[config.mk]
export PLATFORM = sky130hd
export DESIGN_NAME = pkt_fifo_commit
export DESIGN_NICKNAME = d
export VERILOG_FILES = /design/src/rtl/pkt_fifo_pkg.sv /design/src/rtl/sdp_ram.sv /design/src/rtl/pkt_fifo_commit.sv
export SDC_FILE = /design/constraint.sdc
export NUM_CORES = 1
export LEC_CHECK = 0
export BUFFER_PORTS_ARGS = -buffer_cell sky130_fd_sc_hd__buf_2
export CAP_MARGIN = 20
export CORE_MARGIN = 1.5
export CORE_UTILIZATION = 28
export CTS_CLUSTER_SIZE = 16
export DETAILED_ROUTE_END_ITERATION = 6
export PLACE_DENSITY = 0.47
export SYNTH_ARGS = -nofsm -noshare
export SYNTH_HDL_FRONTEND = slang
export SYNTH_HIERARCHICAL = 1
export SYNTH_SLANG_ARGS = --single-unit
[constraint.sdc]
create_clock -name clk -period 5.8 [get_ports clk]
set_clock_uncertainty 0.2 [all_clocks]
set_input_delay 0.29 -clock clk [delete_from_list [all_inputs] [get_ports clk]]
set_output_delay 0.29 -clock clk [all_outputs]
set_load 0.05 [all_outputs]
[src/rtl/pkt_fifo_pkg.sv]
// Shared sizing helpers for the commit/rewind packet FIFO.
package pkt_fifo_pkg;

  function automatic int fifo_depth(input int ptr_w);
    return 1 << ptr_w;
  endfunction

  // EOP tag is stored just above the payload bits in each memory word.
  function automatic int eop_idx(input int data_width);
    return data_width;
  endfunction

  // Modulo distance between two wrap-bit pointers of width ptr_w+1.
  function automatic logic [31:0] ptr_diff(input logic [31:0] a,
                                           input logic [31:0] b,
                                           input int          ptr_w);
    logic [31:0] mask;
    mask = (32'd1 << (ptr_w + 1)) - 32'd1;
    return (a - b) & mask;
  endfunction

endpackage

[src/rtl/sdp_ram.sv]
// Simple dual-port RAM: synchronous write, asynchronous (fall-through) read.
module sdp_ram #(
  parameter int WIDTH = 9,
  parameter int DEPTH = 64,
  parameter int AW    = $clog2(DEPTH)
) (
  input  logic             clk_i,
  input  logic             we_i,
  input  logic [AW-1:0]    waddr_i,
  input  logic [WIDTH-1:0] wdata_i,
  input  logic [AW-1:0]    raddr_i,
  output logic [WIDTH-1:0] rdata_o
);

  logic [WIDTH-1:0] mem [DEPTH];

  always_ff @(posedge clk_i) begin
    if (we_i) mem[waddr_i] <= wdata_i;
  end

  assign rdata_o = mem[raddr_i];

endmodule

[src/rtl/pkt_fifo_commit.sv]
// Packet FIFO that holds words speculatively until EOP, then commits or rewinds.
module pkt_fifo_commit
  import pkt_fifo_pkg::*;
#(
  parameter int DATA_WIDTH   = 8,
  parameter int PTR_W        = 6,
  parameter int AF_THRESH    = 48,
  parameter bit DROP_ON_FULL = 1'b1
) (
  input  logic                  clk,
  input  logic                  rst,
  input  logic                  wr_en,
  input  logic [DATA_WIDTH-1:0] wr_data,
  input  logic                  wr_sop,
  input  logic                  wr_eop,
  input  logic                  wr_bad,
  output logic [DATA_WIDTH-1:0] rd_data,
  output logic                  rd_eop,
  output logic                  rd_valid,
  input  logic                  rd_ready,
  output logic [PTR_W:0]        level,
  output logic [PTR_W:0]        pkt_cnt,
  output logic                  full,
  output logic                  almost_full,
  output logic                  empty,
  output logic                  drop
);

  localparam int DEPTH   = fifo_depth(PTR_W);
  localparam int EOP_IDX = eop_idx(DATA_WIDTH);

  typedef logic [PTR_W:0] ptr_t;

  ptr_t rd_q, rd_d, cmt_q, cmt_d, spec_q, spec_d, cnt_q, cnt_d;
  logic poison_q, poison_d, drop_q, drop_d;

  ptr_t spec_occ, eff_occ, base;
  logic pkt_open, resync, eff_full, eff_poison, we, commit, rd_hs;
  logic [DATA_WIDTH:0] rdata;

  assign spec_occ    = ptr_t'(ptr_diff(32'(spec_q), 32'(rd_q), PTR_W));
  assign level       = ptr_t'(ptr_diff(32'(cmt_q), 32'(rd_q), PTR_W));
  assign full        = (spec_occ == ptr_t'(DEPTH));
  assign almost_full = (int'(spec_occ) >= AF_THRESH);
  assign rd_valid    = (rd_q != cmt_q);
  assign empty       = !rd_valid;
  assign pkt_cnt     = cnt_q;
  assign drop        = drop_q;
  assign rd_data     = rdata[DATA_WIDTH-1:0];
  assign rd_eop      = rdata[EOP_IDX];

  always_comb begin
    rd_hs      = rd_valid && rd_ready;
    pkt_open   = (spec_q != cmt_q) || poison_q;
    // SOP on an open packet: abandon it and restart the write at the commit point.
    resync     = wr_en && wr_sop && pkt_open;
    base       = resync ? cmt_q : spec_q;
    eff_occ    = resync ? level : spec_occ;
    eff_full   = (eff_occ == ptr_t'(DEPTH));
    eff_poison = poison_q && !resync;

    rd_d     = rd_q + ptr_t'(rd_hs);
    cmt_d    = cmt_q;
    spec_d   = base;
    poison_d = eff_poison;
    drop_d   = resync;
    we       = 1'b0;
    commit   = 1'b0;

    if (wr_en) begin
      if (eff_poison) begin
        if (wr_eop) begin
          spec_d   = cmt_q;
          poison_d = 1'b0;
          drop_d   = 1'b1;
        end
      end else if (wr_eop && wr_bad) begin
        spec_d = cmt_q;
        drop_d = 1'b1;
      end else if (eff_full) begin
        if (DROP_ON_FULL) begin
          if (wr_eop) begin
            spec_d = cmt_q;
            drop_d = 1'b1;
          end else begin
            poison_d = 1'b1;
          end
        end
      end else begin
        we     = 1'b1;
        spec_d = base + ptr_t'(1);
        if (wr_eop) begin
          cmt_d  = base + ptr_t'(1);
          commit = 1'b1;
        end
      end
    end

    cnt_d = cnt_q + ptr_t'(commit) - ptr_t'(rd_hs && rd_eop);
  end

  always_ff @(posedge clk) begin
    if (rst) begin
      rd_q     <= '0;
      cmt_q    <= '0;
      spec_q   <= '0;
      cnt_q    <= '0;
      poison_q <= 1'b0;
      drop_q   <= 1'b0;
    end else begin
      rd_q     <= rd_d;
      cmt_q    <= cmt_d;
      spec_q   <= spec_d;
      cnt_q    <= cnt_d;
      poison_q <= poison_d;
      drop_q   <= drop_d;
    end
  end

  sdp_ram #(
    .WIDTH (DATA_WIDTH + 1),
    .DEPTH (DEPTH)
  ) u_ram (
    .clk_i   (clk),
    .we_i    (we),
    .waddr_i (base[PTR_W-1:0]),
    .wdata_i ({wr_eop, wr_data}),
    .raddr_i (rd_q[PTR_W-1:0]),
    .rdata_o (rdata)
  );

endmodule

==> summary.json <==
{
  "floorplanning": {
    "initial_utilization_pct": 28.3,
    "die_area_mm2": 0.0911,
    "fp.dieH_um": 302,
    "core_region_area_mm2": 0.0884,
    "floorplan.die.width_um": 302,
    "io_pins": 43,
    "floorplan.rows": 109
  },
  "sta": {
    "maxClockFrequency_mhz": 200,
    "worst_slew_margin_rel_pct": 24.3,
    "timing.final.setup_violations": 0,
    "finalWorstPathRequiredPeriod_ns": 5.01,
    "hold_violation_count_in_the_final_report": 0,
    "worstMarginPinSlew_ns": 1.13,
    "finalMaxSlewViolations": 0,
    "grt_setup_unrepaired": "no",
    "fin_crit_sh_pct": 86.4,
    "fin_setup_tns_ns": 0
  },
  "synth": {
    "ys_ff_latch": 606,
    "number_of_enable_flip_flop_cells_after_synthesis": 576,
    "ys_async_sr_fraction_pct": 0,
    "syn_nets": 1381,
    "ys_seq_area_share_pct": 71.6,
    "yosys_warnings": 6,
    "synthesized_area_mm2": 0.0250,
    "postSynthCellCount": 1341,
    "yosysUniqueCellTypes": 65,
    "synth.avg_cell_area_um2": 18.6,
    "synth_top_flop_cell": "edfxtp_1"
  },
  "detailed_routing": {
    "route.met3.wl_mm": 3.28,
    "via_density_per_instance": 4.85,
    "num_vias": 13149,
    "top_layer": "met5",
    "drtIter0Drc": 1096,
    "detail_route.wirelength.met1_mm": 29.1,
    "routed-wl-met2_mm": 30.2,
    "detail-route-antenna-nets": 0,
    "detailedRoute.firstPassIterationCount": 5,
    "drc_errors": 0,
    "routed_wirelength_mm": 63.8,
    "detail_route.wl_per_cell_um": 23.5
  },
  "cts": {
    "clock_root_buffer": "clkbuf_16",
    "clk_latency_ns": 0.61,
    "cts_htree_levels": 3,
    "tritoncts_clock_tree": "yes",
    "clkSlewWorstSetupHoldPaths_ns": 0.06,
    "tritoncts.num_buffers": 68,
    "clock_tree.buffer_depth": 3,
    "clock_sinks": 606,
    "post_cts_resized": 0
  },
  "layout": {
    "final_area_mm2": 0.0293,
    "fraction_of_final_layout_cells_sized_beyond_drive_strength_1_pct": 26.0,
    "most_common_cell_after_layout_fill_and_taps_aside": "edfxtp_1",
    "area_growth_pct": 17.2,
    "finalNetCount": 1536,
    "layout.cells.most_common_list": "576 x edfxtp_1, 143 x mux4_2, 106 x nor2_1, 97 x buf_4, 70 x clkbuf_16"
  },
  "min_path": {
    "hold-path-endpoint": "poison_q",
    "hold_path_startpoint": "wr_eop",
    "worst_hold_path.num_cells": 3,
    "holdCritPathClass": "primary input to flip-flop"
  },
  "setup_path": {
    "crit-reg2reg-launch": "rd_q[0]",
    "reg2reg_slack_ns": 0.79,
    "timing.rr.end": "pkt_cnt[6]",
    "crit_required_ns": 6.06,
    "critical_path.endpoint_type": "flip-flop",
    "critPathMaxFanout": 18,
    "reg2reg_depth": 19,
    "critPathArrivalTime_ns": 5.27,
    "path_class": "flip-flop to flip-flop",
    "cp-start-kind": "flip-flop"
  },
  "power": {
    "power_per_cell_area_mw_per_mm2": 373,
    "p_sw_share_pct": 26.6,
    "power.share.clock_pct": 38.0,
    "total_leakage_power_nw": 9.29,
    "p_comb_share_pct": 16.9,
    "sequentialPowerShare_pct": 45.0,
    "cell_internal_pwr_mw": 8.03,
    "peakVddDrop_mv": 0.209,
    "power.switching_mw": 2.91
  },
  "grt": {
    "antenna_found_initial": 1,
    "overflow": 0,
    "first_global_vias": 13439,
    "grt_start_max_net_pins": 81,
    "groute.usage.overall_pct": 14.2,
    "grt_first_pass_wirelength_mm": 93.9
  },
  "placed_design": {
    "place_area_mm2": 0.0271,
    "port-buffer-count": 42,
    "hpwl_mm": 39.1,
    "gp_congestion": 0.817
  },
  "job": {
    "max-cap-violations": 0
  },
  "status": {
    "status": "completed"
  }
}
==> state kept, by name, indices dropped and copies added, names as in the netlist <==
register,cells
cmt_q,7
drop,1
pkt_cnt,7
poison_q,1
rd_q,7
spec_q,7
u_ram/mem,576
==> per-stage QoR <==
step	util [%]	hold slack, ns	power (mW)	cells	setup slack [ns]
final	33.2	0.0663	10.9	2713	0.790
after CTS	33.2	0.0385	11.1	2712	0.759
after floorplan	-	0.189	6.36	1341	0.800
after detailed placement	30.7	0.340	6.89	2585	0.788
after global placement	30.7	0.334	6.89	2585	0.825
after global routing	33.2	0.0577	11.4	2712	0.392
==> cells in the mapped netlist (all sizes together), types with 9 or more instances <==
cell,count,area share [%]
edfxtp,576,69
mux4,151,14
nor2,106,1.6
nand2,47,0.71
buf,37,1.1
inv,32,0.48
dfxtp,30,2.4
mux2i,30,1.2
a21oi,27,0.56
clkbuf,26,0.39
nor2b,24,0.60
nand3,23,0.46
ha,22,1.1
a22oi,18,0.54
o21ai,18,0.36
xor2,17,0.60
xnor2,13,0.46
nor3,12,0.31
nand2b,10,0.25
o22ai,9,0.23
==> power groups by stage <==
stage	clock network (mW)	registers, mW	logic [mW]
after floorplan	0	5.04	1.32
after global placement	0	5.02	1.87
after detailed placement	0	5.02	1.87
after CTS	4.27	4.93	1.88
after global routing	4.44	4.94	2.00
final	4.16	4.93	1.85
==> layout make-up <==
| cell class | instances | area, µm² |
|---|---|---|
| fill | 8476 | 59100 |
| sequential | 606 | 17900 |
| multi-input combinational | 640 | 6620 |
| clock buffer | 82 | 1800 |
| tap | 1165 | 1460 |
| timing repair buffer | 148 | 1060 |
| clock inverter | 39 | 357 |
| inverter | 32 | 120 |
| antenna | 1 | 2.50 |
==> how the worst max path moves through the flow <==
stage | to | depth (start not counted) | slack [ns] | from
floorplan | pkt_cnt[6] | 23 | 0.80 | rd_q[0]
global placement | pkt_cnt[6] | 19 | 0.83 | rd_q[0]
detailed placement | pkt_cnt[6] | 19 | 0.79 | rd_q[0]
CTS | pkt_cnt[6] | 19 | 0.76 | rd_q[0]
global route | pkt_cnt[6] | 22 | 0.39 | rd_q[0]
finish | pkt_cnt[6] | 19 | 0.79 | rd_q[0]
==> routing by layer <==
layer,vias to the layer above,global-route usage (%)
li1,5770,-
met1,6944,19.7
met2,345,22.7
met3,88,3.06
met4,2,3.43
met5,-,0
==> worst max-delay path, stage by stage (launching register included) <==
cell       delay, ns
dfxtp_4         0.63
mux4_1          0.60
nor2b_1         0.14
a2111oi_0       0.70
a2111oi_0       0.16
buf_4           0.20
a221o_1         0.38
and3_1          0.22
ha_1            0.28
inv_1           0.05
ha_1            0.15
inv_1           0.05
fa_1            0.38
nor2b_1         0.15
o21ai_0         0.09
nand2b_1        0.11
a21o_1          0.12
a21oi_1         0.07
xnor2_1         0.15
nor2_1          0.05
==> cells by family (layout without fill, tap and decap cells) <==
group	Yosys count	after routing	share of synthesized area, %
DFF	606	606	71.6
and+or+nand+nor	262	262	5.07
muxes	188	188	15.2
AOI/OAI and AO/OA	135	135	3.76
buffers and inverters	95	301	1.98
xor gates and xnor gates	30	30	1.05
adders and majority gates	25	25	1.34
other	0	1	0
==> what timing repair did <==
| item | in CTS | in global routing |
|---|---|---|
| endpoints found under the setup margin | 0 | 0 |
| hold buffers | 6 | 0 |
| endpoints found under the hold margin | 24 | 0 |
| setup buffers | 0 | 0 |
(Power assumes the default switching activity.)
